===== config.mk =====
export PLATFORM = sky130hd
export DESIGN_NAME = icache_fill
export DESIGN_NICKNAME = d
export VERILOG_FILES = /design/src/rtl/icache_fill_pkg.sv /design/src/rtl/qspi_nibble_phy.sv /design/src/rtl/icache_fill.sv
export SDC_FILE = /design/constraint.sdc
export NUM_CORES = 1
export LEC_CHECK = 0
export ABC_AREA = 1
export ABC_CLOCK_PERIOD_IN_PS = 3100
export CORE_ASPECT_RATIO = 0.5
export CORE_MARGIN = 2
export CORE_UTILIZATION = 56
export CTS_CLUSTER_SIZE = 10
export DETAILED_ROUTE_END_ITERATION = 7
export PLACE_DENSITY_LB_ADDON = 0.2
export SYNTH_ARGS = -nofsm -noshare
export SYNTH_HDL_FRONTEND = slang
export SYNTH_SLANG_ARGS = --single-unit

===== constraint.sdc =====
create_clock -name clk -period 3.1 [get_ports clk]
set_input_delay 0.465 -clock clk [delete_from_list [all_inputs] [get_ports clk]]
set_output_delay 0.465 -clock clk [all_outputs]
set_load 0.03 [all_outputs]

===== src/rtl/icache_fill_pkg.sv =====
// icache_fill shared types and constants.
// QSPI quad I/O fast-read refill engine for the instruction cache.
package icache_fill_pkg;

  typedef enum logic [2:0] {
    S_IDLE,
    S_CMD,
    S_ADDR,
    S_DUMMY,
    S_DATA,
    S_REPLAY,
    S_DONE,
    S_GAP
  } state_t;

  localparam logic [7:0] QSPI_CMD_QIOR = 8'hEB;
  localparam int CMD_SCK  = 8;
  localparam int ADDR_SCK = 6;
  localparam int DATA_SCK = 8;

  // flash sends high nibble first, the cache wants low nibble first
  function automatic logic [2:0] nib_slot(input logic [2:0] i);
    return i ^ 3'd1;
  endfunction

endpackage


===== src/rtl/qspi_nibble_phy.sv =====
// QSPI pin sequencer: sck phase, per-segment SCK counter,
// 1/4-bit shift register and sample strobe.
module qspi_nibble_phy (
  input  logic        clk,
  input  logic        reset,
  input  logic        load,
  input  logic        stop,
  input  logic [4:0]  load_cnt,
  input  logic [23:0] load_data,
  input  logic        load_quad,
  input  logic [3:0]  load_oe,
  input  logic [4:0]  load_oe_sck,
  output logic        sck,
  output logic [3:0]  io_out,
  output logic [3:0]  io_oe,
  output logic        sample_en,
  output logic        seg_done,
  output logic [4:0]  cnt
);

  logic        active;
  logic        ph;
  logic        quad;
  logic [23:0] sr;
  logic [3:0]  oe_mask;
  logic [4:0]  oe_left;
  logic [4:0]  cnt_q;
  logic [3:0]  drv;

  always_ff @(posedge clk) begin
    if (reset || stop) begin
      active  <= 1'b0;
      ph      <= 1'b0;
      quad    <= 1'b0;
      sr      <= '0;
      oe_mask <= '0;
      oe_left <= '0;
      cnt_q   <= '0;
    end else if (load) begin
      active  <= 1'b1;
      ph      <= 1'b0;
      quad    <= load_quad;
      sr      <= load_data;
      oe_mask <= load_oe;
      oe_left <= load_oe_sck;
      cnt_q   <= load_cnt;
    end else if (active) begin
      ph <= ~ph;
      // end of phase B: advance to the next SCK
      if (ph) begin
        cnt_q <= cnt_q - 5'd1;
        sr    <= quad ? {sr[19:0], 4'h0} : {sr[22:0], 1'b0};
        if (oe_left != 5'd0)
          oe_left <= oe_left - 5'd1;
      end
    end
  end

  assign drv       = quad ? sr[23:20] : {3'b000, sr[23]};
  assign io_oe     = (oe_left != 5'd0) ? oe_mask : 4'h0;
  assign io_out    = drv & io_oe;
  assign sck       = ph;
  assign sample_en = active & ph;
  assign seg_done  = active & ph & (cnt_q == 5'd1);
  assign cnt       = cnt_q;

endmodule


===== src/rtl/icache_fill.sv =====
// Instruction cache line refill from QSPI flash (0xEB),
// replayed to the cache as 8 gap-free nibble beats.
module icache_fill
  import icache_fill_pkg::*;
#(
  parameter int         PA          = 22,
  parameter int         LINE_LENGTH = 4,
  parameter int         DUMMY       = 6,
  parameter logic [7:0] MODE_BYTE   = 8'h00,
  parameter int         CS_IDLE     = 2
) (
  input  logic          clk,
  input  logic          reset,
  input  logic          pull,
  input  logic [PA-3:0] tag,
  input  logic          fault,
  output logic [3:0]    dread,
  output logic          wstrobe_d,
  output logic          busy,
  output logic          qspi_cs_n,
  output logic          qspi_sck,
  output logic [3:0]    qspi_io_out,
  output logic [3:0]    qspi_io_oe,
  input  logic [3:0]    qspi_io_in
);

  localparam int NIBS = LINE_LENGTH * 2;

  state_t        state, state_n;
  logic [PA-3:0] tag_q;
  logic [31:0]   line_buf;
  logic [2:0]    rcnt;
  logic [4:0]    gcnt;
  logic          in_xfer;
  logic          abort;
  logic [23:0]   addr24;
  logic [2:0]    didx;
  logic [2:0]    slot;

  logic        phy_load;
  logic        phy_stop;
  logic [4:0]  phy_cnt_ld;
  logic [23:0] phy_data;
  logic        phy_quad;
  logic [3:0]  phy_oe;
  logic [4:0]  phy_oe_sck;
  logic        sample_en;
  logic        seg_done;
  logic [4:0]  phy_cnt;

  qspi_nibble_phy u_phy (
    .clk         (clk),
    .reset       (reset),
    .load        (phy_load),
    .stop        (phy_stop),
    .load_cnt    (phy_cnt_ld),
    .load_data   (phy_data),
    .load_quad   (phy_quad),
    .load_oe     (phy_oe),
    .load_oe_sck (phy_oe_sck),
    .sck         (qspi_sck),
    .io_out      (qspi_io_out),
    .io_oe       (qspi_io_oe),
    .sample_en   (sample_en),
    .seg_done    (seg_done),
    .cnt         (phy_cnt)
  );

  assign in_xfer = (state == S_CMD) || (state == S_ADDR) ||
                   (state == S_DUMMY) || (state == S_DATA);
  assign abort   = in_xfer && (!pull || (tag != tag_q));
  assign addr24  = 24'({tag_q, 2'b00});
  assign didx    = 3'(5'(DATA_SCK) - phy_cnt);
  assign slot    = nib_slot(didx);

  always_comb begin
    state_n    = state;
    phy_load   = 1'b0;
    phy_stop   = 1'b0;
    phy_cnt_ld = '0;
    phy_data   = '0;
    phy_quad   = 1'b0;
    phy_oe     = '0;
    phy_oe_sck = '0;
    if (abort) begin
      state_n  = S_GAP;
      phy_stop = 1'b1;
    end else begin
      unique case (state)
        S_IDLE: begin
          if (pull && !fault) begin
            state_n    = S_CMD;
            phy_load   = 1'b1;
            phy_cnt_ld = 5'(CMD_SCK);
            phy_data   = {QSPI_CMD_QIOR, 16'h0000};
            phy_oe     = 4'b0001;
            phy_oe_sck = 5'(CMD_SCK);
          end
        end
        S_CMD: begin
          if (seg_done) begin
            state_n    = S_ADDR;
            phy_load   = 1'b1;
            phy_cnt_ld = 5'(ADDR_SCK);
            phy_data   = addr24;
            phy_quad   = 1'b1;
            phy_oe     = 4'hF;
            phy_oe_sck = 5'(ADDR_SCK);
          end
        end
        S_ADDR: begin
          if (seg_done) begin
            state_n    = S_DUMMY;
            phy_load   = 1'b1;
            phy_cnt_ld = 5'(DUMMY);
            phy_data   = {MODE_BYTE, 16'h0000};
            phy_quad   = 1'b1;
            phy_oe     = 4'hF;
            phy_oe_sck = 5'd2;
          end
        end
        S_DUMMY: begin
          if (seg_done) begin
            state_n    = S_DATA;
            phy_load   = 1'b1;
            phy_cnt_ld = 5'(DATA_SCK);
            phy_quad   = 1'b1;
          end
        end
        S_DATA: begin
          if (seg_done) begin
            state_n  = S_REPLAY;
            phy_stop = 1'b1;
          end
        end
        S_REPLAY: begin
          if (rcnt == 3'(NIBS - 1))
            state_n = S_DONE;
        end
        S_DONE: state_n = S_GAP;
        S_GAP: begin
          if (gcnt == 5'(CS_IDLE - 1))
            state_n = S_IDLE;
        end
        default: state_n = S_IDLE;
      endcase
    end
  end

  always_ff @(posedge clk) begin
    if (reset) begin
      state    <= S_IDLE;
      tag_q    <= '0;
      line_buf <= '0;
      rcnt     <= '0;
      gcnt     <= '0;
    end else begin
      state <= state_n;
      if (state == S_IDLE && state_n == S_CMD)
        tag_q <= tag;
      if (abort)
        line_buf <= '0;
      else if (state == S_DATA && sample_en)
        line_buf[4*slot +: 4] <= qspi_io_in;
      rcnt <= (state == S_REPLAY) ? rcnt + 3'd1 : 3'd0;
      gcnt <= (state == S_GAP) ? gcnt + 5'd1 : 5'd0;
    end
  end

  assign busy      = (state != S_IDLE);
  assign wstrobe_d = (state == S_REPLAY);
  assign dread     = wstrobe_d ? line_buf[4*rcnt +: 4] : 4'h0;
  assign qspi_cs_n = !in_xfer;

endmodule


==> impl_metrics.csv, run 1 <==
group,metric,value,unit
worst_setup_path,reg2reg_depth,10,
clock_network,cts_made_buffers,9,
timing,slew_headroom,65.5,%
worst_setup_path,cp_data_required_time,2.63,ns
synthesis,synth-adder-area-share,2.47,%
final_layout,layout.area.seq,0.00200,mm^2
synthesis,netlist-cell-type-count,40,
floorplanning,fp-row-count,25,
worst_setup_path,critPathLaunchType,"register",
timing,hold-worst-slack,0.466,ns
synthesis,synth.ff_latch_count,100,
floorplanning,die_y,74.5,um
route,drt_iter0_drc,334,
clock_network,number_of_h_tree_levels,3,
final_layout,final_design_area_no_fill,0.00631,mm^2
global_routing,antenna_found_initial,0,
synthesis,syn-num-nets,886,
clock_network,cts_hold_repair.buffers,0,
synthesis,synth_compound_area_share,17.6,%
placement,detailed_place_hpwl,9.54,mm
route,post_drt_via_cell_ratio,5.30,
power_and_ir_drop,p_leak,2.68,nW
outcome,outcome,"completed",
clock_network,cts_tree,"done",
final_layout,final_nets,909,
worst_setup_path,worstPathArrival,2.34,ns
route,drt.antenna.violating_nets,0,
timing,finalCriticalPeriod,2.80,ns
timing,worstMarginPinSlew,0.517,ns
floorplanning,ports,44,
worst_setup_path,worst-setup-path-type,"register to output pin",
final_layout,antennaDiodeCount,0,
worst_setup_path,worst-path-max-fanout,16,
clock_network,number_of_buffers_inserted_by_post_cts_setup_repair,0,
power_and_ir_drop,power-per-cell-area,589,mW/mm^2
placement,global_placer_s_final_weighted_congestion,0.919,
final_layout,num-fill-cells,887,
clock_network,ctsRootBufferMaster,"sky130_fd_sc_hd__clkbuf_16",
clock_network,cts.reportedPaths.clkPinSlew,0.06,ns
route,wl,13.3,mm
timing,timing.clock.skew,0.00657,ns
worst_setup_path,critPathCaptureType,"output pin",
floorplanning,die_width,145,um
worst_hold_path,worst_hold_path.num_cells,1,
synthesis,syn-instance-count,847,
clock_network,tritoncts_num_sinks,100,
global_routing,grt.overflow.total,0,
synthesis,synth.cell_area,0.00556,mm^2
global_routing,grt_use_total,25.2,%
global_routing,grt_pass1_vias,4725,
placement,post_detailed_placement_cell_area,0.00600,mm^2
route,wl_per_cell,13.2,um
final_layout,multi_input_comb_area,0.00290,mm^2
timing,fin_setup_tns,0,ns
placement,place.port_buffers,43,
global_routing,first_pass_grt_wire_length,21.8,mm
final_layout,instances_no_fill,1010,
timing,finalMaxSlewViolations,0,
global_routing,grt_max_degree,44,
route,remaining_drc_errors,0,
clock_network,clock_latency,0.34,ns
worst_hold_path,worst_hold_path_type,"register to register",
floorplanning,dieArea,0.0108,mm^2
timing,timing.final.setup_violations,0,
synthesis,number_of_warnings_printed_during_yosys_synthesis,0,
final_layout,drive_gt1_share,6.06,%
synthesis,synth_simple_gate_area_share,31.3,%
floorplanning,start_util,58.3,%
synthesis,mean_instance_size_in_the_synthesized_netlist,6.57,um^2
synthesis,synthXorXnorAreaFrac,0.787,%
timing,setup_repair_after_global_routing_missed_its_margin,"false",
power_and_ir_drop,irDropWorstVdd,0.341,mV
clock_network,clockBufferDepth,2,
run,drv.max_cap_violation_count,0,
synthesis,combinational_family_with_the_most_area_after_synthesis,"simple AND/OR/NAND/NOR gates",
route,firstDrtPassIters,5,
synthesis,synth.yosys.seq_area_share,36.0,%
synthesis,mux_cell_area_share_after_synthesis,0,%
final_layout,utilization,66.1,%
clock_network,cts.repair.resized,0,
floorplanning,design.core.area,0.00954,mm^2
timing,final_hold_viol_count,0,
timing,fmax,357,MHz
final_layout,area_delta_synth_final,13.3,%
placement,post-place-cells,994,
timing,timing.final.crit_share,90.4,%
route,vias_after_detailed_routing,5358,
==> worst paths after layout <==
kind | startpoint | end | slack [ns]
hold / removal | gcnt[0]$_SDFF_PP0_ | gcnt[0]$_SDFF_PP0_ | 0.47
setup reg to reg | u_phy.cnt[0]$_SDFFE_PP0P_ | line_buf[16]$_SDFFE_PP0P_ | 0.45
setup / recovery | rcnt[0]$_SDFF_PP0_ | dread[3] | 0.30
hold reg to reg | gcnt[0]$_SDFF_PP0_ | gcnt[0]$_SDFF_PP0_ | 0.47
==> synthesized netlist by cell type, drive strengths merged <==
master | number | area share (%)
clkbuf | 17 | 1.1
buf | 21 | 2.8
a41oi | 1 | 0.16
a31oi | 6 | 0.67
nand2 | 195 | 14
o211ai | 2 | 0.27
inv | 116 | 7.9
xnor2 | 2 | 0.31
a211oi | 5 | 0.85
nand3 | 36 | 3.6
clkinv | 1 | 0.090
a22oi | 1 | 0.13
ha | 11 | 2.5
or2 | 7 | 0.79
xor2 | 3 | 0.47
nand4 | 27 | 3.4
nor3b | 2 | 0.27
a21oi | 65 | 6.0
and3 | 1 | 0.11
o22ai | 4 | 0.45
dfxtp | 100 | 36
nor3 | 18 | 1.8
o21ai | 100 | 9.0
nor2 | 106 | 7.3
==> state kept, by name, summed over array words and instances (netlist names) <==
| register | cells |
|---|---|
| tag_q | 20 |
| u_phy.active | 1 |
| u_phy.cnt | 5 |
| u_phy.sck | 1 |
| u_phy.sr | 22 |
| state | 3 |
| rcnt | 3 |
| u_phy.oe_left | 5 |
| line_buf | 32 |
| u_phy.oe_mask | 2 |
| u_phy.quad | 1 |
| gcnt | 5 |
==> logic make-up (layout without fill, tap and decap cells) <==
| logic type | count (synthesis) | after routing |
|---|---|---|
| DFF | 100 | 100 |
| adders and majority gates | 11 | 11 |
| AOI/OAI and AO/OA | 184 | 184 |
| buffers and inverters | 155 | 183 |
| xor gates and xnor gates | 5 | 5 |
| and+or+nand+nor | 392 | 392 |
==> critical path, stage by stage (launching register included) <==
cell and delay, ns:
sky130_fd_sc_hd__dfxtp_1 0.39, sky130_fd_sc_hd__inv_1 0.32, sky130_fd_sc_hd__o21ai_0 0.16, sky130_fd_sc_hd__o22ai_1 0.14
sky130_fd_sc_hd__o21ai_0 0.10, sky130_fd_sc_hd__a31oi_1 0.19, sky130_fd_sc_hd__clkdlybuf4s50_1 0.70
==> stage by stage <==
stage / total power, mW / setup WS (ns)
finish: 3.71 / 0.297
global placement: 2.51 / 0.515
global route: 3.92 / 0.140
detailed placement: 2.53 / 0.399
floorplan: 2.36 / 0.844
CTS: 3.72 / 0.283
==> layout by cell type, fill, tap and decap left out, types with 4 or more instances in the layout <==
master,count
sky130_fd_sc_hd__nand2_1,186
sky130_fd_sc_hd__inv_1,107
sky130_fd_sc_hd__nor2_1,103
sky130_fd_sc_hd__dfxtp_1,100
sky130_fd_sc_hd__o21ai_0,89
sky130_fd_sc_hd__a21oi_1,64
sky130_fd_sc_hd__clkdlybuf4s50_1,43
sky130_fd_sc_hd__nand3_1,34
sky130_fd_sc_hd__nand4_1,25
sky130_fd_sc_hd__nor3_1,17
sky130_fd_sc_hd__o21ai_1,11
sky130_fd_sc_hd__ha_1,11
sky130_fd_sc_hd__clkbuf_16,9
sky130_fd_sc_hd__inv_2,8
sky130_fd_sc_hd__buf_4,7
sky130_fd_sc_hd__a31oi_1,6
sky130_fd_sc_hd__nand2_4,5
sky130_fd_sc_hd__o22ai_1,4
sky130_fd_sc_hd__nand2_2,4
sky130_fd_sc_hd__or2_0,4
==> metal layers <==
metal  part of all wire [%]  track usage [%]  vias up  wire length (um)
li1                       -                -     2774                 -
met1                     47             31.7     2405              6210
met2                     47             44.8      155              6200
met3                    5.2             5.77       24               695
met4                    1.5             6.82        0               193
met5                      0                0        -                 0
==> power by group <==
part,switching [mW],internal [mW]
logic,0.716,0.318
clock network,0.485,0.709
registers,0.0958,1.39
==> area by class of cell <==
cell class	count	share of cell area (%)
Tap cell	135	2.68
Sequential cell	100	31.7
Clock buffer	12	3.75
Timing Repair Buffer	50	7.66
Multi-Input combinational cell	592	46.0
Clock inverter	4	1.17
Inverter	117	7.02
Note: power is estimated with default switching activity, not from simulation.
==> run 2, diff against run 1 <==
Settings changed: ABC_CLOCK_PERIOD_IN_PS 3100 to 2500, CORE_UTILIZATION 56 to 35, SKIP_LAST_GASP set to 1.
Clock period 3.1 ns to 2.5 ns, I/O delays scaled along.
==> run 2 against run 1 <==
Effect of this change: total power up 25%; final area up 2.6%; non-clock buffer count up 9; combinational power up 33%; via count down 1.5%; cell count up 7.7%; worst setup slack worse by 0.096 ns; clock skew up 0.0048 ns; wire length up 6.5%; die area up 57%; critical endpoint is now dread[1].
==> impl_metrics.csv, run 2 (synthesis results as in run 1) <==
group,metric,value,unit
timing,fmax,435,MHz
clock_network,number_of_h_tree_levels,3,
timing,setup_repair_after_global_routing_missed_its_margin,"false",
clock_network,cts_tree,"done",
placement,post_detailed_placement_cell_area,0.00617,mm^2
route,drt.antenna.violating_nets,0,
worst_setup_path,critPathCaptureType,"output pin",
final_layout,layout_commonest_cell,"sky130_fd_sc_hd__nand2_1",
global_routing,grt_max_degree,34,
worst_setup_path,worst-setup-path-type,"register to output pin",
global_routing,grtUsageMet2,26.8,%
worst_setup_path,worst-path-max-fanout,6,
route,remaining_drc_errors,0,
final_layout,multi_input_comb_area,0.00290,mm^2
global_routing,global_route.peak_usage_layer,"met2",
route,wl,14.2,mm
floorplanning,dieArea,0.0170,mm^2
global_routing,antenna_found_initial,0,
clock_network,cts.reportedPaths.clkPinSlew,0.07,ns
final_layout,antennaDiodeCount,0,
timing,final_hold_viol_count,0,
worst_setup_path,cp_data_required_time,2.12,ns
worst_hold_path,worst_hold_path_type,"register to register",
power_and_ir_drop,p_leak,2.82,nW
global_routing,first_pass_grt_wire_length,23.4,mm
clock_network,clockBufferDepth,2,
route,vias_after_detailed_routing,5276,
final_layout,area_delta_synth_final,16.3,%
timing,fin_setup_tns,0,ns
placement,global_placer_s_final_weighted_congestion,0.814,
floorplanning,ports,44,
timing,finalCriticalPeriod,2.30,ns
final_layout,largest_reg_flops,32,
timing,timing.clock.skew,0.0114,ns
floorplanning,die_y,93.2,um
timing,timing.final.crit_share,92.0,%
route,drt_iter0_drc,417,
clock_network,clock_latency,0.36,ns
power_and_ir_drop,power.total,4.65,mW
placement,detailed_place_hpwl,10.5,mm
run,drv.max_cap_violation_count,0,
floorplanning,die_width,182,um
timing,finalMaxSlewViolations,0,
clock_network,cts_hold_repair.buffers,0,
route,post_drt_via_cell_ratio,4.85,
timing,timing.final.setup_violations,0,
route,wl_per_cell,13.0,um
worst_setup_path,worstPathArrival,1.92,ns
floorplanning,design.core.area,0.0155,mm^2
global_routing,grt.overflow.total,0,
global_routing,grtUsageMet3,4.17,%
final_layout,mostFrequentLayoutCells,"186 x sky130_fd_sc_hd__nand2_1, 107 x sky130_fd_sc_hd__inv_1, 103 x sky130_fd_sc_hd__nor2_1",
route,firstDrtPassIters,5,
clock_network,ctsRootBufferMaster,"sky130_fd_sc_hd__clkbuf_16",
worst_setup_path,critPathLaunchType,"register",
final_layout,final_nets,918,
power_and_ir_drop,irDropWorstVdd,0.329,mV
global_routing,grt_util_met1,24.1,%
timing,worstMarginPinSlew,0.404,ns
timing,slew_headroom,73.1,%
final_layout,layout.area.seq,0.00200,mm^2
clock_network,tritoncts_num_sinks,100,
final_layout,num-fill-cells,1627,
global_routing,grt_pass1_vias,4707,
final_layout,drive_gt1_share,7.58,%
power_and_ir_drop,power-per-cell-area,718,mW/mm^2
timing,hold-worst-slack,0.462,ns
final_layout,largest_registers,"line_buf (32), u_phy.sr (22), tag_q (20)",
global_routing,grt_use_total,17.4,%
floorplanning,fp-row-count,32,
floorplanning,start_util,36.0,%
final_layout,top_register,"line_buf",
final_layout,utilization,41.9,%
clock_network,cts_made_buffers,9,
final_layout,final_design_area_no_fill,0.00647,mm^2
outcome,outcome,"completed",
placement,place.port_buffers,43,
-- run 2: cell count changes in the layout (fill, tap and decap cells not counted) --
cell | previous run | this run
sky130_fd_sc_hd__clkinvlp_4 | 0 | 2
sky130_fd_sc_hd__buf_4 | 7 | 15
sky130_fd_sc_hd__dfxtp_2 | 0 | 2
sky130_fd_sc_hd__inv_6 | 0 | 2
sky130_fd_sc_hd__clkbuf_1 | 3 | 1
sky130_fd_sc_hd__dfxtp_1 | 100 | 98
sky130_fd_sc_hd__dlygate4sd2_1 | 0 | 8
sky130_fd_sc_hd__dlymetal6s2s_1 | 0 | 3
sky130_fd_sc_hd__buf_12 | 0 | 2
sky130_fd_sc_hd__clkdlybuf4s50_1 | 43 | 31
sky130_fd_sc_hd__clkinv_2 | 2 | 1
sky130_fd_sc_hd__bufinv_16 | 2 | 1
-- run 2: critical path: stages, from the launching register on --
cell                            delay, ns
sky130_fd_sc_hd__dfxtp_1             0.38
sky130_fd_sc_hd__inv_1               0.11
sky130_fd_sc_hd__nor2_1              0.09
sky130_fd_sc_hd__nand2_1             0.06
sky130_fd_sc_hd__inv_1               0.20
sky130_fd_sc_hd__o21ai_0             0.12
sky130_fd_sc_hd__a31oi_1             0.18
sky130_fd_sc_hd__dlygate4sd2_1       0.42
-- run 2: layer usage --
layer  vias up  wire length [um]
met5         -                 0
met3        15               547
met1      2363              7350
li1       2803                 -
met4         0               210
met2        95              6060
-- run 2: repair_timing --
item / in CTS / in global routing
pin swaps: 0 / 1
gates resized for setup: 10 / 3
setup buffers: 0 / 0
setup endpoints to repair: 9 / 7
-- run 2: final cells by class --
class | count | share of cell area, %
clock inverter | 6 | 1.10
clock buffer | 10 | 3.54
tap | 204 | 3.94
timing repair buffer | 59 | 8.81
multi-input combinational | 592 | 44.8
inverter | 117 | 6.84
sequential | 100 | 31.0
-- run 2: worst paths after layout --
kind,start,to,slack (ns),cells past startpoint
hold reg to reg,line_buf[22]$_SDFFE_PP0P_,line_buf[22]$_SDFFE_PP0P_,0.46,2
hold / removal,line_buf[22]$_SDFFE_PP0P_,line_buf[22]$_SDFFE_PP0P_,0.46,2
setup reg to reg,u_phy.cnt[1]$_SDFFE_PP0P_,line_buf[23]$_SDFFE_PP0P_,0.21,10
setup / recovery,state[0]$_SDFF_PP0_,dread[1],0.20,7
-- run 2: stage by stage --
step | cells | setup slack, ns
after floorplan | 847 | 0.244
after global placement | 1072 | 0.110
after detailed placement | 1072 | 0.0808
after CTS | 1088 | -0.0823
after global routing | 1088 | 0.00184
final | 1088 | 0.201
-- run 2: power breakdown --
group	leakage, nW	internal [mW]	switching [mW]	total, mW
Combinational	1.87	0.460	0.909	1.37
Sequential	0.810	1.72	0.125	1.85
Clock	0.140	0.786	0.648	1.43
Total	2.82	2.97	1.68	4.65
